**config.mk**
```make
export PLATFORM = sky130hd
export DESIGN_NAME = level_port_arbiter
export DESIGN_NICKNAME = d
export VERILOG_FILES = /design/src/rtl/sk_level_pkg.sv /design/src/rtl/tile_addr_calc.sv /design/src/rtl/level_port_arbiter.sv
export SDC_FILE = /design/constraint.sdc
export NUM_CORES = 1
export LEC_CHECK = 0
export ABC_AREA = 1
export CAP_MARGIN = 25
export CORE_UTILIZATION = 42
export CTS_CLUSTER_SIZE = 8
export DETAILED_ROUTE_END_ITERATION = 6
export HOLD_SLACK_MARGIN = 0.05
export PLACE_DENSITY = 0.73
export SLEW_MARGIN = 20
export SYNTH_ARGS = -nofsm -noshare
export SYNTH_HDL_FRONTEND = slang
export SYNTH_SLANG_ARGS = --single-unit
```
**constraint.sdc**
```tcl
create_clock -name clk -period 2.7 [get_ports clk]
set_input_delay 0.405 -clock clk [delete_from_list [all_inputs] [get_ports clk]]
set_output_delay 0.405 -clock clk [all_outputs]
set_load 0.02 [all_outputs]
```
**src/rtl/sk_level_pkg.sv**
```systemverilog
// Shared level-tile definitions: map geometry, memory widths and pipeline owner tags.
package sk_level_pkg;
    localparam int TILE_SHIFT = 4;
    localparam int LVL_COLS   = 40;
    localparam int LVL_ROWS   = 30;
    localparam int ADDR_W     = 11;
    localparam int BLOCK_W    = 1;
    localparam int COORD_W    = 10;
    localparam int STARVE_MAX = 8;
    localparam int STARVE_W   = 4;

    localparam logic [BLOCK_W-1:0] OOB_BLOCK = BLOCK_W'(1);
    localparam logic [COORD_W-1:0] X_LIMIT   = COORD_W'(LVL_COLS << TILE_SHIFT);
    localparam logic [COORD_W-1:0] Y_LIMIT   = COORD_W'(LVL_ROWS << TILE_SHIFT);

    typedef enum logic [1:0] {
        TAG_NONE = 2'd0,
        TAG_DISP = 2'd1,
        TAG_COL  = 2'd2
    } owner_e;

    // oob marks a granted slot that never touched memory and returns OOB_BLOCK
    typedef struct packed {
        logic   oob;
        owner_e owner;
    } tag_t;

    localparam tag_t TAG_EMPTY = '{oob: 1'b0, owner: TAG_NONE};
endpackage

```
**src/rtl/tile_addr_calc.sv**
```systemverilog
// Pixel coordinates to linear tile address plus off-map flag (purely combinational).
import sk_level_pkg::*;

module tile_addr_calc (
    input  logic [COORD_W-1:0] x,
    input  logic [COORD_W-1:0] y,
    output logic [ADDR_W-1:0]  addr,
    output logic               oob
);
    logic [ADDR_W-1:0] tx;
    logic [ADDR_W-1:0] ty;

    // Constant multiply by LVL_COLS, expanded into shifted partial sums
    function automatic logic [ADDR_W-1:0] mul_cols(input logic [ADDR_W-1:0] v);
        logic [ADDR_W-1:0] acc;
        acc = '0;
        for (int b = 0; b < ADDR_W; b++) begin
            if (LVL_COLS[b]) acc = acc + (v << b);
        end
        return acc;
    endfunction

    assign tx   = ADDR_W'(x >> TILE_SHIFT);
    assign ty   = ADDR_W'(y >> TILE_SHIFT);
    assign addr = mul_cols(ty) + tx;
    assign oob  = (x >= X_LIMIT) || (y >= Y_LIMIT);
endmodule

```
**src/rtl/level_port_arbiter.sv**
```systemverilog
// Arbitrates display and collision reads onto one level-tile memory, fixed 3-cycle latency.
// Optional LEVEL_ARB_STATS_EN adds saturating grant/miss counters.
//
// stage  | meaning
// EMPTY  | tag owner NONE, no read in flight
// ISSUED | tag1_q: address presented to memory (or OOB slot)
// RETURN | tag2_q: mem_rdata valid, captured into owner's output regs
import sk_level_pkg::*;

module level_port_arbiter (
    input  logic               clk,
    input  logic               rst_n,
    input  logic               disp_req,
    input  logic [COORD_W-1:0] disp_x,
    input  logic [COORD_W-1:0] disp_y,
    output logic               disp_rvalid,
    output logic [BLOCK_W-1:0] disp_data,
    output logic               disp_miss,
    input  logic               col_req,
    input  logic [COORD_W-1:0] col_x,
    input  logic [COORD_W-1:0] col_y,
    output logic               col_gnt,
    output logic               col_rvalid,
    output logic [BLOCK_W-1:0] col_data,
    output logic               mem_en,
    output logic [ADDR_W-1:0]  mem_addr,
    input  logic [BLOCK_W-1:0] mem_rdata,
    output logic               starve_err
`ifdef LEVEL_ARB_STATS_EN
    ,
    output logic [15:0]        col_grant_cnt,
    output logic [15:0]        disp_miss_cnt
`endif
);
    logic [ADDR_W-1:0]   disp_addr, col_addr, sel_addr;
    logic                disp_oob, col_oob, sel_oob;
    logic                starved, disp_win;
    logic [STARVE_W-1:0] starve_q, starve_d;
    logic                starve_err_q;
    tag_t                tag1_q, tag1_d, tag2_q;
    logic                mem_en_q, mem_en_d;
    logic [ADDR_W-1:0]   mem_addr_q, mem_addr_d;
    logic                disp_rvalid_q, col_rvalid_q;
    logic [BLOCK_W-1:0]  disp_data_q, col_data_q, ret_data;

    tile_addr_calc u_disp_addr (.x(disp_x), .y(disp_y), .addr(disp_addr), .oob(disp_oob));
    tile_addr_calc u_col_addr  (.x(col_x),  .y(col_y),  .addr(col_addr),  .oob(col_oob));

    always_comb begin
        starved    = (starve_q == STARVE_W'(STARVE_MAX));
        // rst_n gating keeps the combinational grant quiet while reset is held
        disp_win   = rst_n && disp_req && !(starved && col_req);
        col_gnt    = rst_n && col_req && !disp_win;
        disp_miss  = disp_req && col_gnt;
        sel_addr   = disp_win ? disp_addr : col_addr;
        sel_oob    = disp_win ? disp_oob : col_oob;

        starve_d   = starve_q;
        if (!col_req || col_gnt) starve_d = '0;
        else if (!starved)       starve_d = starve_q + 1'b1;

        tag1_d     = TAG_EMPTY;
        mem_en_d   = 1'b0;
        mem_addr_d = mem_addr_q;
        if (disp_win || col_gnt) begin
            tag1_d.owner = disp_win ? TAG_DISP : TAG_COL;
            tag1_d.oob   = sel_oob;
            mem_en_d     = !sel_oob;
            if (!sel_oob) mem_addr_d = sel_addr;
        end

        ret_data = tag2_q.oob ? OOB_BLOCK : mem_rdata;
    end

    always_ff @(posedge clk or negedge rst_n) begin
        if (!rst_n) begin
            starve_q      <= '0;
            starve_err_q  <= 1'b0;
            tag1_q        <= TAG_EMPTY;
            tag2_q        <= TAG_EMPTY;
            mem_en_q      <= 1'b0;
            mem_addr_q    <= '0;
            disp_rvalid_q <= 1'b0;
            col_rvalid_q  <= 1'b0;
            disp_data_q   <= '0;
            col_data_q    <= '0;
        end else begin
            starve_q      <= starve_d;
            starve_err_q  <= starve_err_q | disp_miss;
            tag1_q        <= tag1_d;
            tag2_q        <= tag1_q;
            mem_en_q      <= mem_en_d;
            mem_addr_q    <= mem_addr_d;
            disp_rvalid_q <= (tag2_q.owner == TAG_DISP);
            col_rvalid_q  <= (tag2_q.owner == TAG_COL);
            if (tag2_q.owner == TAG_DISP) disp_data_q <= ret_data;
            if (tag2_q.owner == TAG_COL)  col_data_q  <= ret_data;
        end
    end

    assign mem_en      = mem_en_q;
    assign mem_addr    = mem_addr_q;
    assign disp_rvalid = disp_rvalid_q;
    assign disp_data   = disp_data_q;
    assign col_rvalid  = col_rvalid_q;
    assign col_data    = col_data_q;
    assign starve_err  = starve_err_q;

`ifdef LEVEL_ARB_STATS_EN
    logic [15:0] col_grant_cnt_q, disp_miss_cnt_q;

    always_ff @(posedge clk or negedge rst_n) begin
        if (!rst_n) begin
            col_grant_cnt_q <= '0;
            disp_miss_cnt_q <= '0;
        end else begin
            if (col_gnt && (col_grant_cnt_q != 16'hFFFF))   col_grant_cnt_q <= col_grant_cnt_q + 1'b1;
            if (disp_miss && (disp_miss_cnt_q != 16'hFFFF)) disp_miss_cnt_q <= disp_miss_cnt_q + 1'b1;
        end
    end

    assign col_grant_cnt = col_grant_cnt_q;
    assign disp_miss_cnt = disp_miss_cnt_q;
`endif
endmodule

```
==> impl_metrics.py <==
metrics = {
    "cts": {
        "cts_made_buffers": 3,
        "root_buffer": "clkbuf_8",
        "cts.sinks": 27,
        "cts_resized": 0,
        "cts_tree": "built",
        "cts.clk_slew.worst_paths_ns": 0.09,
        "hold_buffers": 0,
        "cts_buffer_depth": 2,
        "cts_setup_buffers": 0,
        "insertion_delay_ns": 0.27,
        "h-tree-depth": 1,
    },
    "routing": {
        "drc_errors": 0,
        "drt-initial-drc-count": 60,
        "vias_per_cell": 4.74,
        "drt_wl_total_um": 3690,
        "dr.pass1.iters": 4,
        "routed-via-count": 1648,
        "antenna_left": 0,
        "wire_per_inst_um": 10.6,
    },
    "grt": {
        "grt_max_degree": 23,
        "antenna_found_initial": 0,
        "grt_pass1_vias": 1604,
        "track_usage": 0.178,
        "grt_overflow": 0,
        "grt_pass1_wl_um": 6960,
    },
    "yosys": {
        "syn_area_per_cell_um2": 7.78,
        "synthXorXnorAreaFrac": 0.0278,
        "synth_top_family_by_area": "simple AND/OR/NAND/NOR gates",
        "synth_nets": 316,
        "netlist_area_mm2": 0.00189,
        "yosys.area.top_type": "dfrtp_1",
        "yosysSeqAreaShare": 0.357,
        "yosys.area.top_type_share": 0.357,
        "synth-edff-count": 0,
        "yosysMostFrequentCell": "nand2_1",
        "synth_ff_type": "dfrtp_1",
        "synth_common_cells": "86 x nand2_1, 35 x inv_1, 27 x dfrtp_1",
        "synth_compound_area_frac": 0.0371,
        "ys_ff_latch": 27,
        "synthAdderAreaFrac": 0.201,
        "yosys.cell_types.count": 22,
        "synth_area_leaders": "dfrtp_1 36%, nand2_1 17%, ha_1 16%",
        "async_flop_share": 1.00,
        "yosys.area_share.simple": 0.273,
        "synth_cells": 243,
        "yosys_warnings": 0,
        "synth_mux_area_frac": 0.0119,
    },
    "floorplan": {
        "die_w_um": 69.1,
        "rows": 24,
        "die-area_mm2": 0.00477,
        "start_util": 0.434,
        "ios": 64,
        "fp.dieH_um": 69.1,
        "core_area_mm2": 0.00435,
    },
    "timing": {
        "finalSetupViolCount": 0,
        "finalSetupTns_ns": 0,
        "period_needed_ns": 2.42,
        "max_freq_ghz": 0.414,
        "hold_ws_ns": 0.324,
        "slew_violations": 0,
        "skew_ns": 0.00452,
        "relSlewSlack": 0.824,
        "tightestPinTransition_ns": 0.265,
        "period_share": 0.895,
        "rsz0062_at_grt": "false",
        "final_hold_viol_count": 0,
    },
    "critical_path": {
        "start_kind": "input port",
        "crit_fanout": 2,
        "cp-end-kind": "flop",
        "slowest_stage": "fa_1",
        "slowest_delay_ns": 0.53,
        "cpLargestDelayFamily": "adder cells",
        "path_buf_inv": 3,
        "path_cells": "clkdlybuf4s50_1 -> inv_1 -> fa_1 -> inv_1 -> fa_1 -> nand3_1 -> nand2_1 -> nand2_1 -> nand2_1 -> o21ai_0 -> nand2_1 -> nand2_1",
        "cp_data_required_time_ns": 2.91,
        "crit_type": "input port to flop",
        "crit_path_frequent_cell": "nand2_1",
        "cp.arrival_ns": 2.63,
    },
    "layout": {
        "diodes": 0,
        "fill_cells": 408,
        "finalNetCount": 370,
        "drive_gt1_frac": 0.0676,
        "area_growth_pct": 31.4,
    },
    "outcome": {
        "outcome": "completed",
    },
    "power": {
        "p_leak_nw": 1.36,
        "p_per_area_mw_per_mm2": 500,
        "power_frac_comb": 0.415,
        "ir_worst_vdd_mv": 0.214,
        "power.internal_w": 0.000821,
        "clkPwrFrac": 0.180,
        "p_switching_w": 0.000422,
        "power_w": 0.00124,
        "switching_share": 0.339,
        "p_seq_frac": 0.405,
    },
    "placement": {
        "gp_congestion": 0.784,
        "hpwlAfterDp_um": 3010,
        "numPortBuffers": 47,
    },
    "hold_path": {
        "min_path_type": "input port to async pin",
    },
    "run": {
        "max_cap_violations": 0,
    },
}
==> cell usage in the layout, fill, tap and decap left out, types with 6 or more instances in the layout <==
master,n
nor2_1,14
buf_4,6
nand3_1,14
ha_1,24
inv_1,35
o21ai_0,8
nand2_1,86
a21oi_1,6
clkdlybuf4s50_1,47
dfrtp_1,27
==> power groups by stage <==
stage	logic, W	clock network, W	registers, W
6_report	0.000515	0.000224	0.000504
5_1_grt	0.000577	0.000248	0.000515
4_1_cts	0.000521	0.000229	0.000505
3_5_place_dp	0.000519	0	0.000512
3_3_place_gp	0.000508	0	0.000510
2_1_floorplan	0.000227	0	0.000579
==> per-layer routing <==
| layer | global-route usage | part of all wire | vias up |
|---|---|---|---|
| met1 | 0.241 | 0.47 | 744 |
| li1 | - | - | 864 |
| met2 | 0.287 | 0.48 | 36 |
| met5 | 0 | 0 | - |
| met3 | 0.0219 | 0.037 | 4 |
| met4 | 0.0748 | 0.017 | 0 |
==> final timing paths <==
check / start / endpoint / slack, ns / depth (start not counted)
max: col_x[9] / mem_addr[8] / 0.28 / 12
min: rst_n / starve_err / 0.32 / 1
max reg2reg: starve_q[0] / mem_addr[8] / 0.83 / 11
min reg2reg: tag1_q[2] / tag2_q[2] / 0.36 / 0
max in group asynchronous: rst_n / mem_addr[0] / 1.87 / 2
min in group clk: tag1_q[2] / tag2_q[2] / 0.36 / 0
==> registers in the layout, indices dropped and copies added, names as in the netlist, 3 cells and up <==
register	count
tag2_q	3
starve_q	4
mem_addr	11
tag1_q	3
==> kinds of logic (layout without fill, tap and decap cells) <==
group                      count (synthesis)  in the layout
xor gates and xnor gates                   6              6
DFF                                       27             27
buffers and inverters                     42             95
and+or+nand+nor                          124            124
muxes                                      2              2
AOI/OAI and AO/OA                         14             14
adders and majority gates                 28             28
==> cell type report <==
class / instances / area, um2 / share of cell area
Multi-Input combinational cell: 174 / 1040 / 0.419
Sequential cell: 27 / 676 / 0.272
Timing Repair Buffer: 53 / 515 / 0.207
Inverter: 38 / 143 / 0.0574
Tap cell: 52 / 65.1 / 0.0262
Clock buffer: 4 / 45.0 / 0.0181
==> through the flow <==
stage | area, um2 | std cells | worst slack (ns) | util
after floorplan | 1890 | 243 | 0.612 | -
after global placement | 2440 | 344 | 0.0374 | 0.560
after detailed placement | 2440 | 344 | 0.0000764 | 0.560
after CTS | 2480 | 348 | 0.277 | 0.571
after global routing | 2480 | 348 | 0.0811 | 0.571
final | 2480 | 348 | 0.284 | 0.571
Power figures use the tool's default switching activity.
